### config.mk
export PLATFORM = sky130hd
export DESIGN_NAME = mbist_fail_logger
export DESIGN_NICKNAME = d
export VERILOG_FILES = /design/src/rtl/mbist_pkg.sv /design/src/rtl/mbist_fail_fifo.sv /design/src/rtl/mbist_fail_logger.sv
export SDC_FILE = /design/constraint.sdc
export NUM_CORES = 1
export LEC_CHECK = 0
export ABC_CLOCK_PERIOD_IN_PS = 4400
export CAP_MARGIN = 0
export CORE_ASPECT_RATIO = 1.1
export CORE_MARGIN = 4
export CORE_UTILIZATION = 33
export CTS_BUF_LIST = sky130_fd_sc_hd__clkbuf_8
export DETAILED_ROUTE_END_ITERATION = 12
export MAX_ROUTING_LAYER = met4
export PLACE_DENSITY_LB_ADDON = 0.12
export SLEW_MARGIN = 40
export SYNTH_ARGS = -nofsm -noshare
export SYNTH_HDL_FRONTEND = slang
export SYNTH_SLANG_ARGS = --single-unit
### constraint.sdc
create_clock -name clk -period 4.4 [get_ports clk]
set_input_delay 0.66 -clock clk [delete_from_list [all_inputs] [get_ports clk]]
set_output_delay 0.66 -clock clk [all_outputs]
set_load 0.02 [all_outputs]
### src/rtl/mbist_pkg.sv
// rtl/mbist_pkg.sv - shared March element, logger state and entry-width definitions
package mbist_pkg;

  // March element encoding as issued by the controller on cmp_elem
  localparam logic [1:0] ELEM_W0        = 2'd0;
  localparam logic [1:0] ELEM_R0W1R1_UP = 2'd1;
  localparam logic [1:0] ELEM_R1W0R0_DN = 2'd2;
  localparam logic [1:0] ELEM_R0_FINAL  = 2'd3;

  typedef enum logic [1:0] {
    ST_IDLE = 2'd0,
    ST_RUN  = 2'd1,
    ST_DONE = 2'd2
  } log_state_e;

  // Log entry is {address, element, syndrome}
  function automatic int unsigned log_entry_w(input int unsigned cawidth,
                                              input int unsigned dwidth);
    return cawidth + 2 + dwidth;
  endfunction

endpackage

### src/rtl/mbist_fail_fifo.sv
// rtl/mbist_fail_fifo.sv - first-failures FIFO; pushes while full are dropped unless a pop frees a slot
module mbist_fail_fifo #(
  parameter int unsigned WIDTH = 14,
  parameter int unsigned DEPTH = 4
) (
  input  logic             clk,
  input  logic             rst,
  input  logic             clear,
  input  logic             push,
  input  logic [WIDTH-1:0] push_data,
  input  logic             pop,
  output logic [WIDTH-1:0] pop_data,
  output logic             full,
  output logic             empty
);

  localparam int unsigned PW = (DEPTH > 1) ? $clog2(DEPTH) : 1;
  localparam int unsigned CW = $clog2(DEPTH + 1);

  logic [WIDTH-1:0] mem_q [DEPTH];
  logic [PW-1:0]    wr_ptr_q, wr_ptr_d;
  logic [PW-1:0]    rd_ptr_q, rd_ptr_d;
  logic [CW-1:0]    count_q, count_d;
  logic             do_push, do_pop;

  assign full     = (count_q == CW'(DEPTH));
  assign empty    = (count_q == '0);
  assign do_push  = push && (!full || pop);
  assign do_pop   = pop && !empty;
  assign pop_data = mem_q[rd_ptr_q];

  // Pointer and occupancy next state; pointers wrap naturally (DEPTH is a power of two)
  always_comb begin
    wr_ptr_d = wr_ptr_q;
    rd_ptr_d = rd_ptr_q;
    count_d  = count_q;
    if (clear) begin
      wr_ptr_d = '0;
      rd_ptr_d = '0;
      count_d  = '0;
    end else begin
      if (do_push) wr_ptr_d = wr_ptr_q + PW'(1);
      if (do_pop)  rd_ptr_d = rd_ptr_q + PW'(1);
      case ({do_push, do_pop})
        2'b10:   count_d = count_q + CW'(1);
        2'b01:   count_d = count_q - CW'(1);
        default: count_d = count_q;
      endcase
    end
  end

  // Control registers, cleared asynchronously so no partial entry survives reset
  always_ff @(posedge clk or negedge rst) begin
    if (!rst) begin
      wr_ptr_q <= '0;
      rd_ptr_q <= '0;
      count_q  <= '0;
    end else begin
      wr_ptr_q <= wr_ptr_d;
      rd_ptr_q <= rd_ptr_d;
      count_q  <= count_d;
    end
  end

  // Entry storage; contents behind an empty count are never observed
  always_ff @(posedge clk) begin
    if (do_push && !clear) mem_q[wr_ptr_q] <= push_data;
  end

endmodule

### src/rtl/mbist_fail_logger.sv
// rtl/mbist_fail_logger.sv - MBIST compare checker with sticky verdict, saturating count and failure log
module mbist_fail_logger
  import mbist_pkg::*;
#(
  parameter int unsigned DWIDTH    = 8,
  parameter int unsigned CAWIDTH   = 4,
  parameter int unsigned LOG_DEPTH = 4,
  parameter int unsigned CNTW      = 8
) (
  input  logic               clk,
  input  logic               rst,
  input  logic               test_start,
  input  logic               test_done,
  input  logic               cmp_valid,
  input  logic [CAWIDTH-1:0] cmp_addr,
  input  logic [1:0]         cmp_elem,
  input  logic [DWIDTH-1:0]  cmp_exp,
  input  logic [DWIDTH-1:0]  cmp_act,
  output logic               log_valid,
  input  logic               log_ready,
  output logic [CAWIDTH-1:0] log_addr,
  output logic [1:0]         log_elem,
  output logic [DWIDTH-1:0]  log_syndrome,
  output logic [CNTW-1:0]    fail_count,
  output logic               fail,
  output logic               overflow,
  output logic               done
);

  localparam int unsigned EW = log_entry_w(CAWIDTH, DWIDTH);

  log_state_e          state_q, state_d;
  logic [CNTW-1:0]     fail_count_q, fail_count_d;
  logic                fail_q, fail_d;
  logic                overflow_q, overflow_d;
  logic                mismatch;
  logic                fifo_pop, fifo_full, fifo_empty;
  logic [EW-1:0]       push_entry, head_entry;

  // A compare only counts in RUN; a start in the same cycle wins over it
  assign mismatch   = (state_q == ST_RUN) && !test_start && cmp_valid && (cmp_exp != cmp_act);
  assign push_entry = {cmp_addr, cmp_elem, cmp_exp ^ cmp_act};
  assign fifo_pop   = log_valid && log_ready;

  mbist_fail_fifo #(
    .WIDTH(EW),
    .DEPTH(LOG_DEPTH)
  ) u_fifo (
    .clk      (clk),
    .rst      (rst),
    .clear    (test_start),
    .push     (mismatch),
    .push_data(push_entry),
    .pop      (fifo_pop),
    .pop_data (head_entry),
    .full     (fifo_full),
    .empty    (fifo_empty)
  );

  // State transitions plus verdict/counter updates
  always_comb begin
    state_d      = state_q;
    fail_count_d = fail_count_q;
    fail_d       = fail_q;
    overflow_d   = overflow_q;
    if (test_start) begin
      state_d      = ST_RUN;
      fail_count_d = '0;
      fail_d       = 1'b0;
      overflow_d   = 1'b0;
    end else begin
      if (mismatch) begin
        fail_d = 1'b1;
        if (fail_count_q != {CNTW{1'b1}}) fail_count_d = fail_count_q + CNTW'(1);
        if (fifo_full && !fifo_pop) overflow_d = 1'b1;
      end
      case (state_q)
        ST_IDLE: state_d = ST_IDLE;
        ST_RUN:  if (test_done) state_d = ST_DONE;
        ST_DONE: state_d = ST_DONE;
        default: state_d = ST_IDLE;
      endcase
    end
  end

  // State and verdict registers
  always_ff @(posedge clk or negedge rst) begin
    if (!rst) begin
      state_q      <= ST_IDLE;
      fail_count_q <= '0;
      fail_q       <= 1'b0;
      overflow_q   <= 1'b0;
    end else begin
      state_q      <= state_d;
      fail_count_q <= fail_count_d;
      fail_q       <= fail_d;
      overflow_q   <= overflow_d;
    end
  end

  assign log_valid    = !fifo_empty;
  assign log_addr     = log_valid ? head_entry[EW-1 -: CAWIDTH]       : '0;
  assign log_elem     = log_valid ? head_entry[DWIDTH+1 -: 2]         : 2'b00;
  assign log_syndrome = log_valid ? head_entry[DWIDTH-1:0]            : '0;
  assign fail_count   = fail_count_q;
  assign fail         = fail_q;
  assign overflow     = overflow_q;
  assign done         = (state_q == ST_DONE);

endmodule

==> flow_summary.toml, run 1 <==
[power]
pwr-share-clk = 0.304
switching_power_uw = 426
power_frac_seq = 0.517
powerDensity_nw_per_um2 = 376
comb_power_share = 0.179
p_leak_nw = 1.48
vdd_ir_drop_max_uv = 180
switching_share = 0.273
intPower_mw = 1.13

[floorplan]
ios = 54
coreArea_um2 = 9540
num_rows = 37
die_w_um = 103
initial_core_util = 0.345
die_h_um = 113
dieArea_um2 = 11600

[cts]
h-tree-depth = 3
cts_root_buffer = "clkbuf_8"
clk_latency_ns = 0.34
cts_buffers = 9
cts_tree = "yes"
post_cts_buffers = 0
cts.path.max_buffers = 2
cts_sinks = 75
path_clk_slew_ns = 0.08
ctsResizeCount = 0
postCtsHoldBufs = 0

[timing]
setup_viol_count_final = 0
finalHoldViolations = 0
fmax_ghz = 0.307
slew_headroom = 0.510
drv_slew = 0
fin_crit_ns = 3.26
rsz0062_at_grt = "false"
worst_slew_pin_slew_ns = 0.735
clock_skew_ns = 0.00567
fin_crit_sh = 0.740
tns_ns = 0

[worst_setup_path]
crit_start = "cmp_act[7]"
worstPathMaxFanout = 5
rr_startpoint = "u_fifo.count_q[0]"
path_cells = "clkdlybuf4s50_1 -> xor2_1 -> nor4_1 -> a211oi_1 -> nor2_1 -> fa_1 -> and2_1 -> a22oi_1 -> mux2_2"
worstSetupPathType = "in -> reg"
arrival_ns = 3.49
crit_required_ns = 4.63
slowest_delay_ns = 0.62
crit_path_end_kind = "flop"
critPathLaunchType = "primary input"
slowest_stage = "a211oi_1"

[yosys]
syn-cell-area_um2 = 3290
syn-instance-count = 214
synth_fp_nets = 250
ys_types = 34
avgSynthCellArea_um2 = 15.4
yosysSeqAreaShare = 0.655
yosys_warnings = 0
ys_ff_latch = 75

[detailed_routing]
remaining_drc_errors = 0
wl_met3_um = 290
avgRoutedWirePerCell_um = 16.6
vias = 1969
drtIter0Drc = 62
drt-met1-wl_um = 3070
wl_um = 6600
vias_per_cell = 4.95
antenna_left = 0
wl_met2_um = 3140
firstDrtPassIters = 4
top_layer_used = "met4"

[finish]
final_cell_area_um2 = 4160
drive_gt1_frac = 0.139
final_cell_mix = "56 x edfxtp_1, 52 x clkdlybuf4s50_1, 19 x and2_1, 19 x dfrtp_1, 14 x mux4_2"
area_growth_pct = 26.2
multiInputGateArea_um2 = 1070
final_common_cell = "edfxtp_1"
diodes = 0
nNetsFinal = 312
regArea_um2 = 2160
fill_cells = 892

[flow_run]
max_cap_violations = 0

[global_route]
grt_usage = 0.125
overflow = 0
antenna_found_initial = 0
grt_start_max_net_pins = 20
grt_first_pass_wirelength_um = 10700
grt_pass1_vias = 2087

[hold_path]
min_path_type = "in -> async"

[placement]
port_buffers = 53
place_congestion = 0.719
post-dp-hpwl_um = 4420
place_area_um2 = 3980

[status]
status = "finished clean"
-- kinds of logic after synthesis --
group	share of synthesized area
flip-flops	0.655
AO/OA/AOI/OAI	0.0445
AND/OR/NAND/NOR	0.103
adder cells (fa/ha/maj)	0.0327
XOR/XNOR	0.0266
multiplexers	0.118
buffers and inverters	0.0205
-- synthesized netlist by cell type --
cell / n / share of area
dfrtp_1: 19 / 0.14
buf_2: 3 / 0.0046
inv_1: 8 / 0.0091
or4_1: 2 / 0.0046
nor2_1: 8 / 0.0091
nor4b_1: 2 / 0.0053
nor3_1: 3 / 0.0046
o21ai_0: 3 / 0.0046
xor2_1: 10 / 0.027
mux2i_1: 5 / 0.015
o31ai_1: 3 / 0.0068
a21oi_1: 4 / 0.0061
ha_1: 7 / 0.027
clkbuf_1: 6 / 0.0068
mux2_2: 2 / 0.0068
nand3_1: 6 / 0.0091
and2_1: 19 / 0.036
o41ai_1: 1 / 0.0027
and3_1: 5 / 0.0095
nand2b_1: 1 / 0.0019
edfxtp_1: 56 / 0.51
a211o_1: 1 / 0.0027
a21o_1: 1 / 0.0023
nor2b_1: 2 / 0.0038
or3_1: 2 / 0.0038
o311ai_0: 2 / 0.0053
a41oi_1: 1 / 0.0027
o211ai_1: 2 / 0.0046
nand2_1: 10 / 0.011
a211oi_1: 2 / 0.0046
fa_1: 1 / 0.0061
nor4_1: 2 / 0.0038
a22oi_1: 1 / 0.0023
mux4_2: 14 / 0.096
-- worst max-delay path: cells and delay by family --
| family | cells | cell delay (ns) |
|---|---|---|
| compound gates | 2 | 0.77 |
| fa+ha+maj | 1 | 0.40 |
| simple gates | 3 | 0.44 |
| mux | 1 | 0.35 |
| xor+xnor | 1 | 0.40 |
| buf+inv | 1 | 0.47 |
-- metrics by stage --
stage	total power [mW]	std cells	util	hold WS (ns)	setup slack [ns]
2_1_floorplan	0.980	214	-	0.364	1.73
3_3_place_gp	1.11	382	0.418	0.498	0.857
3_5_place_dp	1.11	382	0.417	0.476	0.806
4_1_cts	1.58	398	0.436	0.267	1.14
5_1_grt	1.64	398	0.436	0.287	0.902
6_report	1.56	398	0.436	0.261	1.14
-- final timing paths --
| kind | end | slack [ns] | cells past startpoint |
|---|---|---|---|
| setup / recovery | u_fifo.count_q[2] | 1.14 | 9 |
| hold / removal | fail_count[2] | 0.26 | 1 |
| setup reg to reg | u_fifo.count_q[2] | 1.74 | 7 |
| hold reg to reg | fail | 0.50 | 1 |
| max in group asynchronous | state_q[1] | 3.81 | 1 |
| min in group clk | fail | 0.50 | 1 |
-- flip-flops by register name, summed over array words and instances, names as in the netlist --
register and flops:
fail 1, u_fifo.count_q 3, u_fifo.wr_ptr_q 2, fail_count 8, overflow 1, state_q 2
u_fifo.rd_ptr_q 2, u_fifo.mem_q 56
-- power by group through the flow --
| stage | logic [mW] | registers (mW) | clock network, mW |
|---|---|---|---|
| global placement | 0.284 | 0.824 | 0 |
| finish | 0.280 | 0.808 | 0.474 |
| floorplan | 0.164 | 0.816 | 0 |
| detailed placement | 0.285 | 0.824 | 0 |
| CTS | 0.286 | 0.808 | 0.491 |
| global route | 0.308 | 0.812 | 0.520 |
-- cell type report --
cell class                      instances  area share
Clock inverter                          7      0.0126
Timing Repair Buffer                   60       0.139
Multi-Input combinational cell        122       0.257
Clock buffer                            9      0.0298
Inverter                                8     0.00722
Tap cell                              117      0.0352
Sequential cell                        75       0.519
-- routing by layer --
layer / vias up / GRT usage
met3: 11 / 0.0259
met2: 45 / 0.192
met1: 976 / 0.164
met5: - / -
met4: 0 / 0.0466
li1: 937 / -
Power figures use the tool's default switching activity.
==> run 2: changes to the inputs <==
- ABC_CLOCK_PERIOD_IN_PS: 4400 -> 2920
- clock period: 4.4 -> 2.92 ns (I/O delays scaled with it)
==> run 2 against run 1 <==
Effect of this change:
- clock skew grew 0.0030 ns
- sequential power grew 50%
- cell area grew 4.8%
- clock power grew 83%
- global-route usage grew 0.32 points
- critical path type is now reg -> out
- final cell count grew 3.5%
- critical path depth shrank 5
- via count grew 2.2%
- total power grew 62%
- largest power group unchanged
- die area is the same
- highest routed layer unchanged
- register-to-register slack lost 1.1 ns
- core utilization grew 2.1 points
==> flow_summary.toml, run 2 (synthesized netlist as in run 1, its figures left out) <==
[status]
status = "finished clean"

[worst_setup_path]
worstPathMaxFanout = 16
critPathLaunchType = "flop"
rr_worst_depth = 7
path_cells = "buf_4 -> mux4_2 -> and2_1 -> clkdlybuf4s50_1"
crit_path_end_kind = "primary output"
slowest_delay_ns = 0.56
cp_top_family = "buffers and inverters"
slowest_stage = "mux4_2"
rr_endpoint = "u_fifo.count_q[2]"
crit_required_ns = 2.48
rr_startpoint = "u_fifo.count_q[2]"
arrival_ns = 2.25
path_buf_inv = 2
reg2reg_slack_ns = 0.63
worstSetupPathType = "reg -> out"

[detailed_routing]
wl_um = 6610
drtIter0Drc = 45
vias_per_cell = 4.89
vias = 2013
avgRoutedWirePerCell_um = 16.0
remaining_drc_errors = 0
antenna_left = 0
firstDrtPassIters = 4

[finish]
nNetsFinal = 326
largest_reg_flops = 56
area_growth_pct = 32.3
final_common_cell = "edfxtp_1"
final_cell_mix = "56 x edfxtp_1, 53 x clkdlybuf4s50_1, 19 x and2_1, 19 x dfrtp_1, 17 x buf_4"
drive_gt1_frac = 0.176
regArea_um2 = 2160
final_cells = 412
multiInputGateArea_um2 = 1070
fill_cells = 889
top_register = "u_fifo.mem_q"
diodes = 0

[timing]
worst_slew_pin_slew_ns = 0.536
tns_ns = 0
slew_headroom = 0.639
fmax_ghz = 0.373
drv_slew = 0
fin_crit_ns = 2.68
rsz0062_at_grt = "false"
clock_skew_ns = 0.00862
fin_crit_sh = 0.919
finalHoldViolations = 0
setup_viol_count_final = 0

[power]
comb_power_share = 0.180
powerDensity_nw_per_um2 = 580
pwr-share-clk = 0.343
vdd_ir_drop_max_uv = 248
p_leak_nw = 1.59
switching_share = 0.249
finalPower_mw = 2.53
intPower_mw = 1.90
switching_power_uw = 630
power_frac_seq = 0.477

[placement]
port_buffers = 53
placed_cells = 396
place_congestion = 0.761
post-dp-hpwl_um = 4450

[global_route]
antenna_found_initial = 0
grt_first_pass_wirelength_um = 10900
grt_start_max_net_pins = 20
overflow = 0
grt_pass1_vias = 2101
grt_usage = 0.128

[hold_path]
min_path_type = "in -> async"

[floorplan]
dieArea_um2 = 11600
num_rows = 37
initial_core_util = 0.345
die_w_um = 103
die_h_um = 113
coreArea_um2 = 9540
ios = 54

[cts]
cts.path.max_buffers = 2
postCtsHoldBufs = 0
cts_root_buffer = "clkbuf_8"
cts_sinks = 75
cts_tree = "yes"
cts_buffers = 9
path_clk_slew_ns = 0.08
ctsResizeCount = 0
clk_latency_ns = 0.35
post_cts_buffers = 0
h-tree-depth = 3

[flow_run]
max_cap_violations = 0
==> run 2: cell count changes in the layout (fill, tap and decap cells not counted), sizes merged <==
cell / before / now
clkinvlp: 3 / 1
bufinv: 0 / 2
inv: 10 / 9
buf: 8 / 21
clkdlybuf4s50: 52 / 53
clkinv: 2 / 3
==> run 2: power groups by stage <==
stage          clock network (mW)  logic [mW]  registers, mW
2_1_floorplan                   0       0.247           1.23
3_3_place_gp                    0       0.465           1.23
3_5_place_dp                    0       0.467           1.23
4_1_cts                     0.894       0.468           1.21
5_1_grt                     0.951       0.500           1.21
6_report                    0.867       0.455           1.21
==> run 2: worst max-delay path by stage <==
stage                                  start                end  slack [ns]  cells past startpoint
final                     u_fifo.rd_ptr_q[0]    log_syndrome[3]        0.24                      4
after global routing              cmp_exp[5]  u_fifo.count_q[2]        0.08                      9
after CTS                 u_fifo.rd_ptr_q[0]    log_syndrome[3]        0.18                      4
after detailed placement          cmp_act[5]  u_fifo.count_q[2]       -0.07                      9
after global placement            cmp_exp[1]  u_fifo.count_q[2]       -0.01                      9
after floorplan                   cmp_act[1]  u_fifo.count_q[2]        0.48                      8
==> run 2: area by class of cell <==
type                    count  area share
multi-input cells         122       0.245
clock inverters             7      0.0215
flip-flops and latches     75       0.495
repair buffers             74       0.169
inverters                   8     0.00689
clock buffers               9      0.0284
well taps                 117      0.0336
==> run 2: worst register-to-register path, stage by stage, from the launching register on <==
cell,delay [ns]
dfrtp_1,0.45
or3_1,0.41
nand2_1,0.19
nor2_1,0.10
fa_1,0.38
and2_1,0.15
a22oi_1,0.14
mux2_2,0.35
==> run 2: through the flow <==
stage | hold WS, ns | area [µm²] | setup slack, ns | util
after CTS | 0.419 | 4360 | 0.184 | 0.457
after global placement | 0.470 | 4140 | -0.0142 | 0.434
final | 0.412 | 4360 | 0.237 | 0.457
after global routing | 0.445 | 4360 | 0.0821 | 0.457
after detailed placement | 0.468 | 4140 | -0.0705 | 0.434
after floorplan | 0.142 | 3290 | 0.476 | -
==> run 2: per-layer routing <==
metal | GRT usage | vias to the layer above | routed length, µm
li1 | - | 963 | -
met1 | 0.165 | 990 | 2990
met2 | 0.194 | 50 | 3180
met3 | 0.0339 | 10 | 323
met4 | 0.0492 | 0 | 113
met5 | - | - | 0
==> run 3: changes to the inputs <==
- ABC_CLOCK_PERIOD_IN_PS: 2920 -> 2900
- REMOVE_ABC_BUFFERS: not set -> 1
- clock period: 2.92 -> 2.9 ns (I/O delays scaled with it)
==> run 3 against run 2 <==
Effect of this change:
- sequential share of layout area is 0.29 points higher
- sequential power is essentially flat
- critical path depth grew 6
- flip-flop and latch count did not move
==> flow_summary.toml, run 3 (synthesized netlist as in run 1, its figures left out) <==
[placement]
place_congestion = 0.774
place_area_um2 = 4140
dp_slack_ns = -0.139
port_buffers = 53
post-dp-hpwl_um = 4490

[detailed_routing]
firstDrtPassIters = 4
avgRoutedWirePerCell_um = 15.9
antenna_left = 0
wl_um = 6560
vias = 2018
vias_per_cell = 4.90
drtIter0Drc = 68
remaining_drc_errors = 0

[global_route]
grt_start_max_net_pins = 20
grt_usage = 0.125
grt_pass1_vias = 2079
overflow = 0
antenna_found_initial = 0
grt_first_pass_wirelength_um = 10700

[finish]
diodes = 0
nNetsFinal = 326
regArea_um2 = 2160
largest_reg_flops = 56
final_cell_area_um2 = 4330
multiInputGateArea_um2 = 1070
fill_cells = 870
final_cell_mix = "56 x edfxtp_1, 53 x clkdlybuf4s50_1, 19 x and2_1, 19 x dfrtp_1, 17 x buf_4"
area_growth_pct = 31.6
drive_gt1_frac = 0.173
top_register = "u_fifo.mem_q"
final_common_cell = "edfxtp_1"

[power]
vdd_ir_drop_max_uv = 237
finalPower_mw = 2.46
p_leak_nw = 1.57
powerDensity_nw_per_um2 = 568

[floorplan]
initial_core_util = 0.345
dieArea_um2 = 11600
die_w_um = 103
ios = 54
die_h_um = 113
coreArea_um2 = 9540
num_rows = 37

[timing]
fin_crit_sh = 0.926
slew_headroom = 0.649
fmax_ghz = 0.372
setup_viol_count_final = 0
worst_slew_pin_slew_ns = 0.519
fin_crit_ns = 2.69
rsz0062_at_grt = "false"
finalHoldViolations = 0
drv_slew = 0
layout_setup_ws_ns = 0.213
clock_skew_ns = 0.00571
tns_ns = 0
hold_ws_ns = 0.429

[hold_path]
min_path_type = "in -> async"

[worst_setup_path]
critPathLaunchType = "primary input"
reg2reg_slack_ns = 0.62
arrival_ns = 2.91
rr_worst_depth = 9
worstSetupPathType = "in -> reg"
worstPathMaxFanout = 5
rr_endpoint = "u_fifo.count_q[2]"
crit_required_ns = 3.13
crit_path_end_kind = "flop"
rr_startpoint = "state_q[1]"

[cts]
cts.path.max_buffers = 2
postCtsHoldBufs = 0
ctsResizeCount = 0
path_clk_slew_ns = 0.08
post_cts_buffers = 0
cts_sinks = 75
clk_latency_ns = 0.34
h-tree-depth = 3
cts_buffers = 9
cts_root_buffer = "clkbuf_8"
cts_tree = "yes"

[status]
status = "finished clean"

[flow_run]
max_cap_violations = 0
==> run 3: changes by cell type in the layout (fill, tap and decap cells not counted) <==
cell | previous run | this run
bufinv_16 | 2 | 1
clkinv_2 | 1 | 0
clkinv_4 | 2 | 0
clkinvlp_4 | 1 | 3
clkinv_1 | 0 | 1
inv_6 | 0 | 1
==> run 3: layer usage <==
metal	wire length, µm	global-route usage	share of wire
met1	2900	0.156	0.44
met2	3320	0.196	0.51
met3	233	0.0265	0.036
met4	110	0.0518	0.017
met5	0	-	0
==> run 3: through the flow <==
| stage | std cells | utilization |
|---|---|---|
| 5_1_grt | 412 | 0.454 |
| 3_3_place_gp | 396 | 0.434 |
| 3_5_place_dp | 396 | 0.434 |
| 4_1_cts | 412 | 0.454 |
| 2_1_floorplan | 205 | - |
| 6_report | 412 | 0.454 |
==> run 3: final cells by class <==
type	instances	share of cell area
inverters	8	0.00693
clock inverters	7	0.0159
clock buffers	9	0.0286
repair buffers	74	0.170
flip-flops and latches	75	0.498
well taps	117	0.0338
multi-input cells	122	0.247
==> run 3: critical path, stage by stage <==
cell and delay [ns]:
clkdlybuf4s50_1 0.47, xor2_1 0.33, nor4_1 0.14, buf_4 0.16, a211oi_1 0.26, nor2_1 0.09, fa_1 0.38, and2_1 0.15
a22oi_1 0.14, mux2_2 0.35
==> run 3: how the worst max path moves through the flow <==
stage / start / end / slack, ns
after floorplan: cmp_act[1] / u_fifo.count_q[2] / 0.46
after global placement: cmp_exp[5] / u_fifo.count_q[2] / -0.08
after detailed placement: cmp_exp[5] / u_fifo.count_q[2] / -0.14
after CTS: cmp_exp[5] / u_fifo.count_q[2] / 0.22
after global routing: cmp_act[5] / u_fifo.count_q[2] / 0.10
final: cmp_exp[5] / u_fifo.count_q[2] / 0.21
==> run 3: where the power goes <==
| part | internal, mW | leakage [nW] | switching, mW | total (mW) |
|---|---|---|---|---|
| clock | 0.394 | 0.0907 | 0.385 | 0.779 |
| combinational | 0.242 | 0.717 | 0.224 | 0.466 |
| sequential | 1.19 | 0.764 | 0.0212 | 1.21 |
| total | 1.83 | 1.57 | 0.630 | 2.46 |
==> RTL edit 1: new RTL, flow settings as in run 3 <==
The parameter `CNTW` goes from 8 to 12.
--- a/src/rtl/mbist_fail_logger.sv
+++ b/src/rtl/mbist_fail_logger.sv
@@ -6,5 +6,5 @@
   parameter int unsigned CAWIDTH   = 4,
   parameter int unsigned LOG_DEPTH = 4,
-  parameter int unsigned CNTW      = 8
+  parameter int unsigned CNTW      = 12
 ) (
   input  logic               clk,
Ports: changed (resized fail_count); port bits go from 54 to 58. No check against the original RTL was run, so the function may have changed too.
==> RTL edit 1 against run 3 <==
Core utilization is 0.63 points lower; design area is 9.0% higher; via count is 14% higher; sequential cell count is 4 higher; final cell count is 14% higher; synthesized area is 9.7% higher; routed wire length is 13% higher; worst setup slack worse by 0.098 ns; first-iteration DRC count is 1.5% higher; total power is 3.1% higher; critical path type unchanged; largest cell class unchanged; highest routed layer unchanged.
==> RTL edit 1: results <==
export IMPL_final_cell_area_um2=4720
export IMPL_yosysUniqueCellTypes=49
export IMPL_pg_clk_uw=987
export IMPL_wl_per_cell_um=15.8
export IMPL_synth_area_leaders="edfxtp_1, dfrtp_1, mux4_2"
export IMPL_skew_ns=0.00843
export IMPL_worst_slack_ns=0.115
export IMPL_fin_nets=360
export IMPL_r2r_cells=8
export IMPL_grt_pass1_wl_um=12000
export IMPL_placed_area_um2=4470
export IMPL_port_buffers=57
export IMPL_synth_seq_area_share_pct=62.5
export IMPL_drt_iter0_markers=69
export IMPL_synth_xor_area_share_pct=2.42
export IMPL_status="completed"
export IMPL_fin_hold_ws_ns=0.433
export IMPL_instances_no_fill=471
export IMPL_async_flop_share_pct=29.1
export IMPL_ys_top_cells_by_count="edfxtp_1, dfrtp_1, and2_1, mux4_2, nor2_1"
export IMPL_synthMuxAreaShare_pct=10.3
export IMPL_synth_fa_ha_area_share_pct=2.98
export IMPL_grt_usage_pct=12.8
export IMPL_hpwl_um=5140
export IMPL_cp_startpoint="cmp_act[5]"
export IMPL_use_met2_pct=20.7
export IMPL_r2r_setup_slack_ns=0.52
export IMPL_r2r_end="u_fifo.count_q[1]$_DFFE_PN0P_"
export IMPL_syn_area_per_cell_um2=14.8
export IMPL_drive_gt1_share_pct=19.5
export IMPL_routed_wl_met3_um=293
export IMPL_pre_cts_slack_ns=-0.244
export IMPL_rr_startpoint="u_fifo.count_q[2]$_DFFE_PN0P_"
export IMPL_grt_max_degree=24
[RTL edit 1: cell count changes in the layout (fill, tap and decap cells not counted), moves of 4 or more]
cell | before | now
a21oi_1 | 4 | 8
and3_1 | 5 | 0
buf_12 | 4 | 0
buf_4 | 17 | 24
dfrtp_1 | 19 | 23
clkdlybuf4s50_1 | 53 | 57
[RTL edit 1: worst max-delay path, delay by kind of cell]
family                   cells  cell delay (ns)
adder cells (fa/ha/maj)      1             0.41
XOR/XNOR                     1             0.24
buffers and inverters        1             0.42
multiplexers                 1             0.06
AND/OR/NAND/NOR              4             0.91
AO/OA/AOI/OAI                2             0.53
[RTL edit 1: cell type report]
cell class	instances	area share, %
Sequential cell	79	47.8
Multi-Input combinational cell	146	26.8
Tap cell	143	3.79
Clock inverter	6	2.49
Inverter	7	0.556
Clock buffer	9	2.62
Timing Repair Buffer	81	15.9
==> RTL edit 2: new RTL, config.mk and constraints of run 3 <==
Made on the original files. Make the reset (`rst`) synchronous in 2 clocked blocks. Comments in the files are not updated.
--- a/src/rtl/mbist_fail_fifo.sv
+++ b/src/rtl/mbist_fail_fifo.sv
@@ -51,5 +51,5 @@
 
   // Control registers, cleared asynchronously so no partial entry survives reset
-  always_ff @(posedge clk or negedge rst) begin
+  always_ff @(posedge clk) begin
     if (!rst) begin
       wr_ptr_q <= '0;
--- a/src/rtl/mbist_fail_logger.sv
+++ b/src/rtl/mbist_fail_logger.sv
@@ -85,5 +85,5 @@
 
   // State and verdict registers
-  always_ff @(posedge clk or negedge rst) begin
+  always_ff @(posedge clk) begin
     if (!rst) begin
       state_q      <= ST_IDLE;
Formal check against the unedited RTL: differs if rst is asserted again (counterexample within 4 cycles, from zero or initial values and one cycle with rst low); with rst held inactive, the same outputs for 4 cycles.
==> RTL edit 2 against run 3 <==
Routed wire length decreased by 4.3%; synthesized area decreased by 0.49%; worst setup slack got worse by 0.12 ns; sequential cell count increased by 2; design area decreased by 0.38%; die area decreased by 0.46%; fmax decreased by 4.2%.
Power is not compared: it rests on default switching activity, and its combinational part moved more than twofold at a synthesized area within 25%.
==> RTL edit 2: results <==
export IMPL_grt_pass1_wl_um=10100
export IMPL_clk_path_buf_depth=2
export IMPL_final_antenna_net_count=0
export IMPL_h_tree_depth=3
export IMPL_pre_cts_slack_ns=-0.267
export IMPL_first_pass_iters=4
export IMPL_via_per_inst=4.73
export IMPL_synth_seq_area_share_pct=64.1
export IMPL_synth_top_family_by_area="simple AND/OR/NAND/NOR gates"
export IMPL_place_inst=402
export IMPL_drt_iter0_markers=41
export IMPL_synth_fa_ha_area_share_pct=3.67
export IMPL_ys_warn_count=0
export IMPL_status="completed"
export IMPL_holdPathStages=2
export IMPL_maxSlewHeadroom_pct=69.9
export IMPL_critPathMaxFanout=2
export IMPL_yosysUniqueCellTypes=39
export IMPL_synth_xor_area_share_pct=3.47
export IMPL_syn_area_per_cell_um2=15.2
export IMPL_fin_nets=334
export IMPL_placed_area_um2=4120
export IMPL_wl_per_cell_um=15.0
export IMPL_port_buffers=53
export IMPL_ys_top_cells_by_count="edfxtp_1, dfxtp_1, and2_1, mux4_2, nor2_1"
export IMPL_drive_gt1_share_pct=22.5
export IMPL_numCtsBuffers=9
export IMPL_place_congestion=0.677
export IMPL_grt_pass1_vias=2042
export IMPL_worstPathArrival_ns=3.09
export IMPL_largest_register="u_fifo.mem_q"
export IMPL_total_leakage_power_nw=1.42
export IMPL_clk_insertion_delay_late_ns=0.34
export IMPL_wirelength_um=6280
export IMPL_r2r_cells=12
export IMPL_hpwl_um=4380
export IMPL_grt_max_degree=19
export IMPL_grt_usage_pct=11.9
export IMPL_synth_compound_area_share_pct=6.19
export IMPL_async_flop_share_pct=0
export IMPL_fillCellCount=886
export IMPL_largest_reg_flops=56
export IMPL_min_path_type="reg2reg"
export IMPL_diodes=0
export IMPL_cts_root_buf="clkbuf_8"
export IMPL_synth_area_leaders="edfxtp_1, dfxtp_1, mux4_2"
export IMPL_synth_edf_count=56
export IMPL_synthMuxAreaShare_pct=9.62
export IMPL_peakVddDrop_mv=0.186
export IMPL_skew_ns=0.00792
export IMPL_path_clk_slew_ns=0.09
export IMPL_antenna_found_initial=0
[RTL edit 2: cell count changes after synthesis, moves of 5 or more]
| cell | delta |
|---|---|
| dfxtp_1 | +21 |
| nand2_1 | -7 |
| a21oi_1 | +5 |
| mux2i_1 | -5 |
| nor2_1 | +5 |
| dfrtp_1 | -19 |
[RTL edit 2: cell families after synthesis]
kind of cell	after synthesis
fa+ha+maj	9
mux	14
xor+xnor	13
compound gates	26
flops	77
buf+inv	16
simple gates	61
[RTL edit 2: worst max-delay path, stage by stage]
cell	delay [ns]
clkdlybuf4s50_1	0.41
xor2_1	0.19
or4_4	0.56
o21a_4	0.23
clkinv_2	0.05
ha_2	0.17
inv_1	0.05
fa_1	0.38
xor2_1	0.15
or3_1	0.31
a21oi_1	0.14
[RTL edit 2: through the flow]
stage / total power, mW / hold slack (ns) / TNS, ns / utilization (%)
global route: 2.18 / 0.526 / 0 / 45.3
CTS: 2.11 / 0.486 / 0 / 45.1
detailed placement: 1.36 / 0.462 / -0.311 / 43.2
floorplan: 1.27 / 0.462 / 0 / -
global placement: 1.35 / 0.454 / -0.244 / 43.2
finish: 2.07 / 0.477 / 0 / 45.3
[RTL edit 2: repair_timing]
| action | 4_1_cts | 5_1_grt |
|---|---|---|
| hold buffers | 0 | 0 |
| endpoints found under the setup margin | 0 | 1 |
| hold endpoints to repair | 0 | 0 |
| gates resized for setup | 0 | 2 |
| buffers inserted | 0 | 1 |
[RTL edit 2: layout make-up]
cell class	instances	area share [%]
sequential	77	48.7
multi-input combinational	123	25.9
clock inverter	7	1.33
tap	117	3.39
inverter	10	0.899
clock buffer	9	2.87
timing repair buffer	76	16.9
[RTL edit 2: routing by layer]
layer | vias to the layer above | track usage [%] | wire length [um]
met5 | - | - | 0
met4 | 0 | 3.63 | 36
met3 | 2 | 4.10 | 296
met2 | 40 | 19.2 | 3250
met1 | 974 | 14.0 | 2690
li1 | 967 | - | -
[RTL edit 2: report_power, final]
group | total (mW) | switching [mW] | internal [mW] | leakage, nW
Clock | 0.740 | 0.417 | 0.324 | 0.0886
Sequential | 1.20 | 0.00288 | 1.19 | 0.674
Combinational | 0.137 | 0.0599 | 0.0769 | 0.659
Total | 2.07 | 0.479 | 1.59 | 1.42
[RTL edit 2: worst paths after layout]
check / from / slack [ns] / end
hold / removal: fail$_SDFFE_PP0P_ / 0.48 / fail$_SDFFE_PP0P_
setup reg to reg: state_q[1]$_SDFFE_PP0P_ / 0.49 / u_fifo.count_q[2]$_SDFFE_PP0P_
setup / recovery: cmp_act[3] / 0.1 / u_fifo.count_q[2]$_SDFFE_PP0P_
hold reg to reg: fail$_SDFFE_PP0P_ / 0.48 / fail$_SDFFE_PP0P_
